`config.mk`:
```
export PLATFORM = sky130hd
export DESIGN_NAME = spsram_req_ctrl
export DESIGN_NICKNAME = d
export VERILOG_FILES = /design/src/rtl/spsram_req_ctrl.sv
export SDC_FILE = /design/constraint.sdc
export NUM_CORES = 1
export LEC_CHECK = 0
export ABC_AREA = 1
export CAP_MARGIN = 20
export CELL_PAD_IN_SITES_DETAIL_PLACEMENT = 0
export CELL_PAD_IN_SITES_GLOBAL_PLACEMENT = 1
export CORE_MARGIN = 8
export CORE_UTILIZATION = 37
export DETAILED_ROUTE_END_ITERATION = 10
export PLACE_DENSITY_LB_ADDON = 0.1
export SLEW_MARGIN = 10
export SYNTH_ARGS = -nofsm -noshare
export SYNTH_HDL_FRONTEND = slang
export SYNTH_SLANG_ARGS = --single-unit
```
`constraint.sdc`:
```
create_clock -name CLK -period 31 [get_ports CLK]
set_clock_uncertainty 0.2 [all_clocks]
set_input_delay 3.1 -clock CLK [delete_from_list [all_inputs] [get_ports CLK]]
set_output_delay 3.1 -clock CLK [all_outputs]
set_load 0.01 [all_outputs]
```
`src/rtl/spsram_req_ctrl.sv`:
```
// ---------------------------------------------------------------------------
// spsram_req_ctrl
//
// Request-side controller placed directly in front of a single-port SRAM
// wrapper (default 32768 x 128). Turns a valid/ready request channel (reads
// and byte-strobed writes) into the SRAM pins A/CEN/WEN/D, captures Q one
// cycle after every read into a small response FIFO, and throttles request
// acceptance so read data can never be dropped under response backpressure.
//
// Optional feature macro: SPSRAM_INIT_ZERO_EN
//   When defined, the INIT state sweeps every SRAM word to zero (one word per
//   cycle) before traffic is accepted. When undefined, INIT lasts one cycle
//   and SRAM contents are left untouched.
//
// Ports:
//   CLK        in   clock, all state updates on the rising edge
//   RST        in   synchronous active-high reset
//   req_vld    in   request valid
//   req_rdy    out  request ready (transfer on req_vld && req_rdy)
//   req_wr     in   1 = write, 0 = read
//   req_addr   in   word address
//   req_wdata  in   write data
//   req_wstrb  in   byte enables, active-high
//   rsp_vld    out  read data valid
//   rsp_rdy    in   response consumer ready
//   rsp_data   out  read data, in request order
//   A          out  SRAM address
//   CEN        out  SRAM chip enable, active-low
//   WEN        out  SRAM byte write enables, active-low
//   D          out  SRAM write data
//   Q          in   SRAM read data (valid the cycle after a read)
//   init_done  out  controller ready for traffic
// ---------------------------------------------------------------------------
module spsram_req_ctrl #(
  parameter int ADDR_WIDTH = 15,
  parameter int DATA_WIDTH = 128,
  parameter int RSP_DEPTH  = 2,
  localparam int BL        = DATA_WIDTH / 8
) (
  input  logic                  CLK,
  input  logic                  RST,
  input  logic                  req_vld,
  output logic                  req_rdy,
  input  logic                  req_wr,
  input  logic [ADDR_WIDTH-1:0] req_addr,
  input  logic [DATA_WIDTH-1:0] req_wdata,
  input  logic [BL-1:0]         req_wstrb,
  output logic                  rsp_vld,
  input  logic                  rsp_rdy,
  output logic [DATA_WIDTH-1:0] rsp_data,
  output logic [ADDR_WIDTH-1:0] A,
  output logic                  CEN,
  output logic [BL-1:0]         WEN,
  output logic [DATA_WIDTH-1:0] D,
  input  logic [DATA_WIDTH-1:0] Q,
  output logic                  init_done
);

  localparam int PTR_W = $clog2(RSP_DEPTH);
  localparam int CNT_W = $clog2(RSP_DEPTH) + 1;

  typedef enum logic {
    ST_INIT = 1'b0,
    ST_RUN  = 1'b1
  } state_e;

  state_e                  state_q, state_d;
  logic [CNT_W-1:0]        cnt_q, cnt_d;
  logic [PTR_W-1:0]        wr_ptr_q, wr_ptr_d;
  logic [PTR_W-1:0]        rd_ptr_q, rd_ptr_d;
  logic                    rd_inflight_q, rd_inflight_d;
  logic [ADDR_WIDTH-1:0]   a_q;
  logic [DATA_WIDTH-1:0]   d_q;
  logic [DATA_WIDTH-1:0]   fifo_mem_q [RSP_DEPTH];

  logic                    fire;
  logic                    push;
  logic                    pop;
  logic [CNT_W:0]          occupancy;

`ifdef SPSRAM_INIT_ZERO_EN
  logic [ADDR_WIDTH-1:0]   sweep_addr_q, sweep_addr_d;
  logic                    sweep;
`endif

  // Occupancy counts the read already on its way to the FIFO, so a request
  // is only accepted when its eventual response is guaranteed a slot.
  assign occupancy = {1'b0, cnt_q} + {{CNT_W{1'b0}}, rd_inflight_q};
  assign req_rdy   = (state_q == ST_RUN) && !RST &&
                     (occupancy < (CNT_W+1)'(RSP_DEPTH));
  assign fire      = req_vld && req_rdy;

  assign init_done = (state_q == ST_RUN) && !RST;
  assign rsp_vld   = (cnt_q != '0) && !RST;
  assign rsp_data  = fifo_mem_q[rd_ptr_q];

  // Q of the read issued last cycle is captured unconditionally.
  assign push = rd_inflight_q;
  assign pop  = rsp_vld && rsp_rdy;

`ifdef SPSRAM_INIT_ZERO_EN
  assign sweep = (state_q == ST_INIT) && !RST;
`endif

  // SRAM pin drive. A and D hold their last driven value when idle.
  always_comb begin
    CEN = 1'b1;
    WEN = '1;
    A   = a_q;
    D   = d_q;
    if (RST) begin
      A = '0;
      D = '0;
`ifdef SPSRAM_INIT_ZERO_EN
    end else if (sweep) begin
      CEN = 1'b0;
      WEN = '0;
      A   = sweep_addr_q;
      D   = '0;
`endif
    end else if (fire) begin
      CEN = 1'b0;
      A   = req_addr;
      D   = req_wdata;
      // A zero-strobe write still selects the SRAM but writes no bytes.
      WEN = req_wr ? ~req_wstrb : '1;
    end
  end

  // Next-state logic for the FSM and FIFO bookkeeping.
  always_comb begin
    state_d       = state_q;
    rd_inflight_d = fire && !req_wr;
    wr_ptr_d      = wr_ptr_q;
    rd_ptr_d      = rd_ptr_q;
    cnt_d         = cnt_q;
`ifdef SPSRAM_INIT_ZERO_EN
    sweep_addr_d  = sweep_addr_q;
`endif

    case (state_q)
      ST_INIT: begin
`ifdef SPSRAM_INIT_ZERO_EN
        sweep_addr_d = sweep_addr_q + 1'b1;
        if (sweep_addr_q == '1) begin
          state_d = ST_RUN;
        end
`else
        state_d = ST_RUN;
`endif
      end
      ST_RUN:  state_d = ST_RUN;
      default: state_d = ST_INIT;
    endcase

    if (push) begin
      wr_ptr_d = wr_ptr_q + 1'b1;
    end
    if (pop) begin
      rd_ptr_d = rd_ptr_q + 1'b1;
    end
    case ({push, pop})
      2'b10:   cnt_d = cnt_q + 1'b1;
      2'b01:   cnt_d = cnt_q - 1'b1;
      default: cnt_d = cnt_q;
    endcase
  end

  always_ff @(posedge CLK) begin
    if (RST) begin
      // Drops any in-flight read and flushes the FIFO.
      state_q       <= ST_INIT;
      cnt_q         <= '0;
      wr_ptr_q      <= '0;
      rd_ptr_q      <= '0;
      rd_inflight_q <= 1'b0;
      a_q           <= '0;
      d_q           <= '0;
`ifdef SPSRAM_INIT_ZERO_EN
      sweep_addr_q  <= '0;
`endif
    end else begin
      state_q       <= state_d;
      cnt_q         <= cnt_d;
      wr_ptr_q      <= wr_ptr_d;
      rd_ptr_q      <= rd_ptr_d;
      rd_inflight_q <= rd_inflight_d;
      a_q           <= A;
      d_q           <= D;
`ifdef SPSRAM_INIT_ZERO_EN
      sweep_addr_q  <= sweep_addr_d;
`endif
    end
  end

  // Response storage; no reset needed since occupancy is tracked by cnt_q.
  always_ff @(posedge CLK) begin
    if (!RST && push) begin
      fifo_mem_q[wr_ptr_q] <= Q;
    end
  end

  // The acceptance rule should make this unreachable.
  always_ff @(posedge CLK) begin
    if (!RST) begin
      assert (!(push && (cnt_q == CNT_W'(RSP_DEPTH))))
        else $error("spsram_req_ctrl: response FIFO push while full");
    end
  end

endmodule

```
==> impl_metrics.env, run 1 <==
export IMPL_synth_seq_cells=406
export IMPL_hold_class="reg -> reg"
export IMPL_core_area_um2=43900
export IMPL_dieArea_um2=51200
export IMPL_cts_tree="done"
export IMPL_status="complete, no violations"
export IMPL_max_cap_viol_count=0
export IMPL_drive_gt1_share_pct=9.95
export IMPL_pwr_share_comb_pct=10.8
export IMPL_rrSetupSlack_ns=28.18
export IMPL_syn2layout_area_growth_pct=47.4
export IMPL_grt_pass1_wl_um=77600
export IMPL_clockBufferDepth=3
export IMPL_syn_inst=1541
export IMPL_switching_share_pct=22.4
export IMPL_multi_input_area_um2=4700
export IMPL_hold_depth=2
export IMPL_fmax_mhz=95.4
export IMPL_dp_slack_ns=20.51
export IMPL_post_cts_resized=0
export IMPL_grt_pass1_vias=12250
export IMPL_finalSetupTns_ns=0
export IMPL_powerDensity_nw_per_um2=52.2
export IMPL_arrival_ns=7.18
export IMPL_cts_inserted_buffers=45
export IMPL_cts_clk_slew_worst_paths_ns=0.06
export IMPL_final_common_cell="clkdlybuf4s50_1"
export IMPL_fin_crit_sh_pct=33.8
export IMPL_first_iter_violations=820
export IMPL_ys_seq_area_share_pct=65.3
export IMPL_leakage_nw=9.11
export IMPL_gp_congestion=0.787
export IMPL_dp_hpwl_um=38700
export IMPL_postCtsSetupBuffers=0
export IMPL_clkPwrFrac_pct=42.5
export IMPL_vias_per_cell=4.63
export IMPL_path_class="in -> out"
export IMPL_vdd_drop_max_mv=0.0351
export IMPL_tightest_slew_ns=1.23
export IMPL_routedWlPerCell_um=19.9
export IMPL_report_final_slew_viol_count=0
export IMPL_dr_pass1_iters=5
export IMPL_grt_setup_unrepaired="false"
export IMPL_syn_avg_cell_area_um2=10.6
export IMPL_grt_max_degree=273
export IMPL_synthesis_area_um2=16400
export IMPL_initial_core_util_pct=37.3
export IMPL_grt_remaining_overflow=0
export IMPL_finalWirelength_um=54200
export IMPL_synth_distinct_cells=17
export IMPL_postRouteAntennaNets=0
export IMPL_finalHoldViolCount=0
export IMPL_r2r_end="fifo_mem_q[0][57]$_DFFE_PP_"
export IMPL_die_width_um=226
export IMPL_slew_headroom_pct=18.0
export IMPL_finalSetupViolCount=0
export IMPL_rr_startpoint="wr_ptr_q$_SDFFE_PP0P_"
export IMPL_num_vias=12597
export IMPL_cts_root_buf="clkbuf_16"
export IMPL_hold_path_startpoint="a_q[12]$_SDFF_PP0_"
export IMPL_whs_endpoint="a_q[12]$_SDFF_PP0_"
export IMPL_cp_required_ns=27.70
export IMPL_antenna_found_initial=19
export IMPL_clock_sinks=406
export IMPL_fin_nets=2378
export IMPL_syn_nets=1834
export IMPL_fin_crit_ns=10.48
export IMPL_port_buffers=582
export IMPL_seqPwrFrac_pct=46.8
export IMPL_switchingPower_w=0.000283
export IMPL_critPathLaunchType="input port"
export IMPL_p_int_w=0.000978
export IMPL_rr_worst_depth=5
export IMPL_clk_latency_ns=0.56
export IMPL_layout_common_cells="clkdlybuf4s50_1, nor2_1, edfxtp_1"
export IMPL_hold_buffers=0
export IMPL_regArea_um2=10700
export IMPL_fillCellCount=3973
export IMPL_fin_ws_ns=20.52
export IMPL_worstPathMaxFanout=272
export IMPL_pin_count=583
export IMPL_cp_end_kind="output port"
export IMPL_fp_dieH_um=226
export IMPL_std_cell_rows=77
export IMPL_track_usage_pct=20.2
export IMPL_ys_warn_count=0
export IMPL_cts_htree_levels=2
export IMPL_drc=0
worst max-delay path: stages:
cell,delay [ns]
clkdlybuf4s50_1,0.61
inv_4,0.62
nand2_1,0.24
nor2_4,0.41
buf_12,0.76
nand2_1,0.30
nor2_4,0.37
nand2_1,0.10
clkdlybuf4s50_1,0.50
power groups by stage:
stage	Sequential [W]	Clock (W)	Combinational (W)
2_1_floorplan	0.000600	0	0.0000582
3_3_place_gp	0.000601	0	0.000136
3_5_place_dp	0.000601	0	0.000137
4_1_cts	0.000590	0.000550	0.000138
5_1_grt	0.000590	0.000572	0.000149
6_report	0.000590	0.000535	0.000136
layout make-up:
type	instances	area share [%]
clock inverters	9	0.503
diodes	8	0.0830
repair buffers	591	24.5
multi-input cells	889	19.5
inverters	152	2.37
flip-flops and latches	406	44.3
clock buffers	73	5.69
well taps	592	3.07
Yosys cell counts (all sizes together):
library cell	instances	area (µm²)
nor2	295	1120
nand3	145	726
edfxtp	256	7690
clkbuf	39	146
inv	152	571
dfxtp	150	3000
nor3	1	5.00
buf	55	278
o21ai	1	5.00
ha	1	12.5
mux2	128	1440
a21oi	147	736
nand2	171	642
sequential cells by signal, indices dropped and copies added (netlist names), named ones only:
| name | count |
|---|---|
| fifo_mem_q | 256 |
| d_q | 128 |
| a_q | 15 |
| cnt_q | 2 |
| push | 1 |
| rd_ptr_q | 1 |
| state_q | 1 |
| wr_ptr_q | 1 |
logic make-up (layout without fill, tap and decap cells):
logic type	after synthesis	after routing	share of synthesized area (%)
and+or+nand+nor	612	612	15.2
adders and majority gates	1	1	0.0764
buffers and inverters	246	825	6.07
other	0	8	0
DFF	406	406	65.3
AOI/OAI and AO/OA	148	148	4.52
muxes	128	128	8.80
per-stage QoR:
| step | cells | total power [W] | area, µm² | utilization [%] | hold slack (ns) |
|---|---|---|---|---|---|
| 3_3_place_gp | 2630 | 0.000736 | 22600 | 51.5 | 0.247 |
| 6_report | 2720 | 0.00126 | 24100 | 54.9 | 0.263 |
| 3_5_place_dp | 2630 | 0.000738 | 22600 | 51.5 | 0.254 |
| 2_1_floorplan | 1541 | 0.000658 | 16400 | - | 0.238 |
| 5_1_grt | 2715 | 0.00131 | 24100 | 54.9 | 0.281 |
| 4_1_cts | 2712 | 0.00128 | 24100 | 54.9 | 0.268 |
how the worst max path moves through the flow:
stage | slack [ns] | depth (start not counted) | start | end
final | 20.52 | 9 | RST | WEN[13]
after detailed placement | 20.51 | 9 | RST | WEN[7]
after CTS | 20.49 | 9 | RST | WEN[7]
after global placement | 20.64 | 9 | RST | WEN[14]
after floorplan | 18.09 | 1 | RST | fifo_mem_q[1][0]$_DFFE_PP_
after global routing | 20.16 | 9 | RST | WEN[13]
per-layer routing:
metal,up-vias,wire length (µm),global-route usage [%]
met2,386,25600,33.3
met5,-,140,0
met1,5864,20700,22.3
li1,6238,-,-
met3,87,6350,10.5
met4,22,1430,6.42
(Power assumes the default switching activity.)
==> inputs of run 2 (changes only) <==
- CORE_UTILIZATION: 37 -> 31
- clock period: 31 -> 9.36 ns (I/O delays scaled with it)
==> impl_metrics.env, run 2 (synthesis gave the netlist of run 1 again) <==
export IMPL_status="complete, no violations"
export IMPL_drive_gt1_share_pct=9.70
export IMPL_num_vias=12639
export IMPL_fin_nets=2381
export IMPL_grt_pass1_vias=12260
export IMPL_p_int_w=0.00322
export IMPL_max_flop_register="fifo_mem_q"
export IMPL_std_cell_rows=84
export IMPL_postRouteAntennaNets=0
export IMPL_grt_remaining_overflow=0
export IMPL_dr_pass1_iters=5
export IMPL_hold_slack_ns=0.262
export IMPL_hold_class="reg -> reg"
export IMPL_power_total_w=0.00416
export IMPL_pin_count=583
export IMPL_initial_core_util_pct=31.2
export IMPL_rr_worst_depth=4
export IMPL_fmax_mhz=163
export IMPL_cts_root_buf="clkbuf_16"
export IMPL_port_buffers=582
export IMPL_fin_crit_ns=6.13
export IMPL_postCtsSetupBuffers=0
export IMPL_leakage_nw=9.10
export IMPL_gp_congestion=0.750
export IMPL_regArea_um2=10700
export IMPL_layout_common_cells="clkdlybuf4s50_1, nor2_1, edfxtp_1"
export IMPL_arrival_ns=4.99
export IMPL_dp_hpwl_um=38000
export IMPL_hold_depth=2
export IMPL_crit_path_top_delay_cell="inv_4"
export IMPL_seqPwrFrac_pct=46.9
export IMPL_cpMostUsedCell="clkdlybuf4s50_1"
export IMPL_cts_htree_levels=2
export IMPL_pwr_share_comb_pct=10.8
export IMPL_cts_clk_slew_worst_paths_ns=0.06
export IMPL_finalWirelength_um=54100
export IMPL_die_width_um=246
export IMPL_drc=0
export IMPL_clock_sinks=406
export IMPL_worstPathMaxFanout=229
export IMPL_post_cts_resized=0
export IMPL_cp_end_kind="output port"
export IMPL_cts_tree="done"
export IMPL_clk_latency_ns=0.58
export IMPL_report_final_slew_viol_count=0
export IMPL_track_usage_pct=16.9
export IMPL_max_cap_viol_count=0
export IMPL_max_stage_delay_ns=0.66
export IMPL_vias_per_cell=4.48
export IMPL_antenna_found_initial=18
export IMPL_grt_setup_unrepaired="false"
export IMPL_cp_cell_sequence="clkdlybuf4s50_1 -> inv_4 -> nand2_1 -> nor2_4 -> buf_12 -> buf_4 -> a21oi_1 -> nor2_1 -> clkdlybuf4s50_1"
export IMPL_slew_headroom_pct=17.2
export IMPL_tightest_slew_ns=1.24
export IMPL_finalSetupTns_ns=0
export IMPL_syn2layout_area_growth_pct=48.0
export IMPL_first_iter_violations=715
export IMPL_cp_required_ns=8.22
export IMPL_fp_dieH_um=246
export IMPL_switching_share_pct=22.8
export IMPL_grt_max_degree=230
export IMPL_hold_buffers=0
export IMPL_path_class="in -> out"
export IMPL_cts_inserted_buffers=47
export IMPL_clkPwrFrac_pct=42.3
export IMPL_multi_input_area_um2=4710
export IMPL_rrSetupSlack_ns=6.47
export IMPL_grt_pass1_wl_um=78000
export IMPL_critPathLaunchType="input port"
export IMPL_finalSetupViolCount=0
export IMPL_core_area_um2=52400
export IMPL_largest_registers="fifo_mem_q x256, d_q x128, a_q x15"
export IMPL_powerDensity_nw_per_um2=172
export IMPL_clockBufferDepth=3
export IMPL_final_common_cell="clkdlybuf4s50_1"
export IMPL_finalHoldViolCount=0
export IMPL_fillCellCount=4962
export IMPL_largest_reg_flops=256
export IMPL_fin_crit_sh_pct=65.5
export IMPL_dieArea_um2=60400
export IMPL_switchingPower_w=0.000947
export IMPL_vdd_drop_max_mv=0.110
export IMPL_routedWlPerCell_um=19.2
run 2: critical path: cells and delay by family:
kind / cells / cell delay (ns)
and+or+nand+nor: 3 / 0.71
AOI/OAI and AO/OA: 1 / 0.16
buffers and inverters: 5 / 2.95
run 2: metal layers:
metal	GRT usage (%)	vias to the layer above	wire, µm
li1	-	6244	-
met1	18.6	5929	20700
met2	28.5	360	26000
met3	9.29	84	6460
met4	3.45	22	817
met5	0	-	155
run 2: final cells by class:
class | instances | share of cell area (%)
clock inverter | 13 | 0.537
antenna | 9 | 0.0929
tap | 688 | 3.55
multi-input combinational | 889 | 19.4
inverter | 152 | 2.36
timing repair buffer | 592 | 24.4
sequential | 406 | 44.1
clock buffer | 71 | 5.51
run 2: power by group through the flow:
stage / Combinational [W] / Sequential [W] / Clock (W)
floorplan: 0.000193 / 0.00199 / 0
global placement: 0.000450 / 0.00199 / 0
detailed placement: 0.000454 / 0.00199 / 0
CTS: 0.000456 / 0.00195 / 0.00183
global route: 0.000493 / 0.00196 / 0.00189
finish: 0.000448 / 0.00195 / 0.00176
run 2: path summary, 6_finish.rpt:
kind	from	end
max reg2reg	push$_SDFF_PP0_	fifo_mem_q[1][8]$_DFFE_PP_
min reg2reg	wr_ptr_q$_SDFFE_PP0P_	wr_ptr_q$_SDFFE_PP0P_
max	RST	D[59]
min	wr_ptr_q$_SDFFE_PP0P_	wr_ptr_q$_SDFFE_PP0P_
run 2: metrics by stage:
| stage | cells | cell area [µm²] | util (%) | setup WS (ns) |
|---|---|---|---|---|
| final | 2820 | 24200 | 46.2 | 3.23 |
| after global routing | 2812 | 24200 | 46.2 | 2.76 |
| after CTS | 2811 | 24200 | 46.2 | 3.03 |
| after detailed placement | 2727 | 22800 | 43.4 | 3.05 |
| after global placement | 2727 | 22800 | 43.4 | 3.09 |
| after floorplan | 1541 | 16400 | - | 2.32 |
==> inputs of run 3 (changes only) <==
- CORE_UTILIZATION: 31 -> 34
- clock period: 9.36 -> 6.1 ns (I/O delays scaled with it)
==> impl_metrics.env, run 3 (synthesis gave the netlist of run 1 again) <==
export IMPL_critPathLaunchType="input port"
export IMPL_rrSetupSlack_ns=3.92
export IMPL_clockBufferDepth=3
export IMPL_max_cap_viol_count=0
export IMPL_fin_crit_ns=4.77
export IMPL_report_final_slew_viol_count=0
export IMPL_cts_clk_slew_worst_paths_ns=0.05
export IMPL_die_width_um=235
export IMPL_grt_max_degree=141
export IMPL_num_vias=12601
export IMPL_cp_cell_sequence="clkdlybuf4s50_1 -> inv_4 -> nand2_1 -> nor2_4 -> buf_12 -> a21oi_1 -> nor2_1 -> clkdlybuf4s50_1"
export IMPL_dp_slack_ns=1.38
export IMPL_cp_end_kind="output port"
export IMPL_first_iter_violations=773
export IMPL_std_cell_rows=80
export IMPL_cts_tree="done"
export IMPL_leakage_nw=9.11
export IMPL_fin_ws_ns=1.33
export IMPL_fp_dieH_um=235
export IMPL_postCtsSetupBuffers=0
export IMPL_rr_worst_depth=4
export IMPL_hold_path_startpoint="a_q[12]$_SDFF_PP0_"
export IMPL_status="complete, no violations"
export IMPL_r2r_end="fifo_mem_q[0][14]$_DFFE_PP_"
export IMPL_finalHoldViolCount=0
export IMPL_cts_htree_levels=2
export IMPL_dr_pass1_iters=4
export IMPL_clock_sinks=406
export IMPL_largest_reg_flops=256
export IMPL_hold_buffers=0
export IMPL_finalWirelength_um=55200
export IMPL_clk_latency_ns=0.57
export IMPL_rr_startpoint="wr_ptr_q$_SDFFE_PP0P_"
export IMPL_cts_root_buf="clkbuf_16"
export IMPL_grt_setup_unrepaired="false"
export IMPL_initial_core_util_pct=34.4
export IMPL_cp_required_ns=5.29
export IMPL_dieArea_um2=55400
export IMPL_fin_nets=2382
export IMPL_routedWlPerCell_um=20.1
export IMPL_place_area_um2=22700
export IMPL_worstPathMaxFanout=126
export IMPL_finalSetupViolCount=0
export IMPL_slew_headroom_pct=28.7
export IMPL_finalSetupTns_ns=0
export IMPL_pin_count=583
export IMPL_gp_congestion=0.781
export IMPL_vdd_drop_max_mv=0.171
export IMPL_grt_pass1_wl_um=80500
export IMPL_grt_remaining_overflow=0
export IMPL_core_area_um2=47600
export IMPL_antenna_found_initial=21
export IMPL_cts_inserted_buffers=46
export IMPL_fmax_mhz=210
export IMPL_post_cts_resized=0
export IMPL_powerDensity_nw_per_um2=260
export IMPL_largest_registers="fifo_mem_q x256, d_q x128, a_q x15"
export IMPL_tightest_slew_ns=1.07
export IMPL_hold_depth=2
export IMPL_track_usage_pct=19.0
export IMPL_path_class="in -> out"
export IMPL_whs_endpoint="a_q[12]$_SDFF_PP0_"
export IMPL_dp_hpwl_um=39800
export IMPL_crit_path_top_delay_cell="clkdlybuf4s50_1"
export IMPL_max_stage_delay_ns=0.62
export IMPL_arrival_ns=3.96
export IMPL_port_buffers=582
export IMPL_drive_gt1_share_pct=9.89
export IMPL_syn2layout_area_growth_pct=47.6
export IMPL_final_common_cell="clkdlybuf4s50_1"
export IMPL_layout_common_cells="clkdlybuf4s50_1, nor2_1, edfxtp_1"
export IMPL_fin_crit_sh_pct=78.2
export IMPL_postLayoutCellArea_um2=24200
export IMPL_cpMostUsedCell="clkdlybuf4s50_1"
export IMPL_max_flop_register="fifo_mem_q"
export IMPL_vias_per_cell=4.59
export IMPL_fillCellCount=4318
export IMPL_drc=0
export IMPL_hold_slack_ns=0.262
export IMPL_hold_class="reg -> reg"
export IMPL_grt_pass1_vias=12327
export IMPL_postRouteAntennaNets=0
==> run 3: cell types whose count changed in the layout (fill, tap and decap cells not counted), sizes merged <==
cell / before / now
buf: 10 / 12
diode: 9 / 6
clkinv: 11 / 16
inv: 152 / 153
clkbuf: 72 / 64
bufinv: 2 / 1
clkinvlp: 0 / 2
==> run 3: worst max-delay path, delay by kind of cell <==
family | cells | cell delay (ns)
AOI/OAI and AO/OA | 1 | 0.17
buffers and inverters | 4 | 2.11
and+or+nand+nor | 3 | 0.91
==> run 3: power breakdown <==
group / switching [W] / internal (W) / leakage [nW]
registers: 0.0000190 / 0.00298 / 3.53
clock network: 0.00110 / 0.00149 / 0.688
logic: 0.000325 / 0.000371 / 4.88
total: 0.00144 / 0.00484 / 9.11
==> run 3: through the flow <==
stage               util (%)  instances  power, W
CTS                     50.7       2739   0.00640
floorplan                  -       1541   0.00334
global placement        47.7       2656   0.00375
detailed placement      47.7       2656   0.00376
global route            50.7       2743   0.00656
finish                  50.7       2745   0.00628
==> run 3: cell type report <==
class | instances | area (µm²) | area share [%]
Clock buffer | 63 | 1260 | 5.23
Clock inverter | 20 | 146 | 0.606
Multi-Input combinational cell | 889 | 4710 | 19.5
Tap cell | 615 | 769 | 3.18
Antenna cell | 6 | 15.0 | 0.0621
Timing Repair Buffer | 594 | 5990 | 24.8
Inverter | 152 | 573 | 2.37
Sequential cell | 406 | 10700 | 44.3
==> run 3: worst max-delay path by stage <==
| stage | from | endpoint | slack (ns) | cells after the start |
|---|---|---|---|---|
| 6_report | RST | D[13] | 1.33 | 8 |
| 5_1_grt | RST | WEN[5] | 1.13 | 9 |
| 4_1_cts | RST | D[13] | 1.36 | 8 |
| 3_5_place_dp | RST | D[13] | 1.38 | 8 |
| 3_3_place_gp | RST | D[13] | 1.43 | 8 |
| 2_1_floorplan | RST | fifo_mem_q[0][0]$_DFFE_PP_ | 1.52 | 1 |
==> run 3: metal layers <==
metal	wire length [µm]	up-vias	global-route usage [%]	part of all wire [%]
met2	26700	380	31.7	48
met3	5430	89	8.95	9.8
met5	204	-	0	0.37
li1	-	6236	-	-
met1	21800	5866	21.9	40
met4	1040	30	4.52	1.9
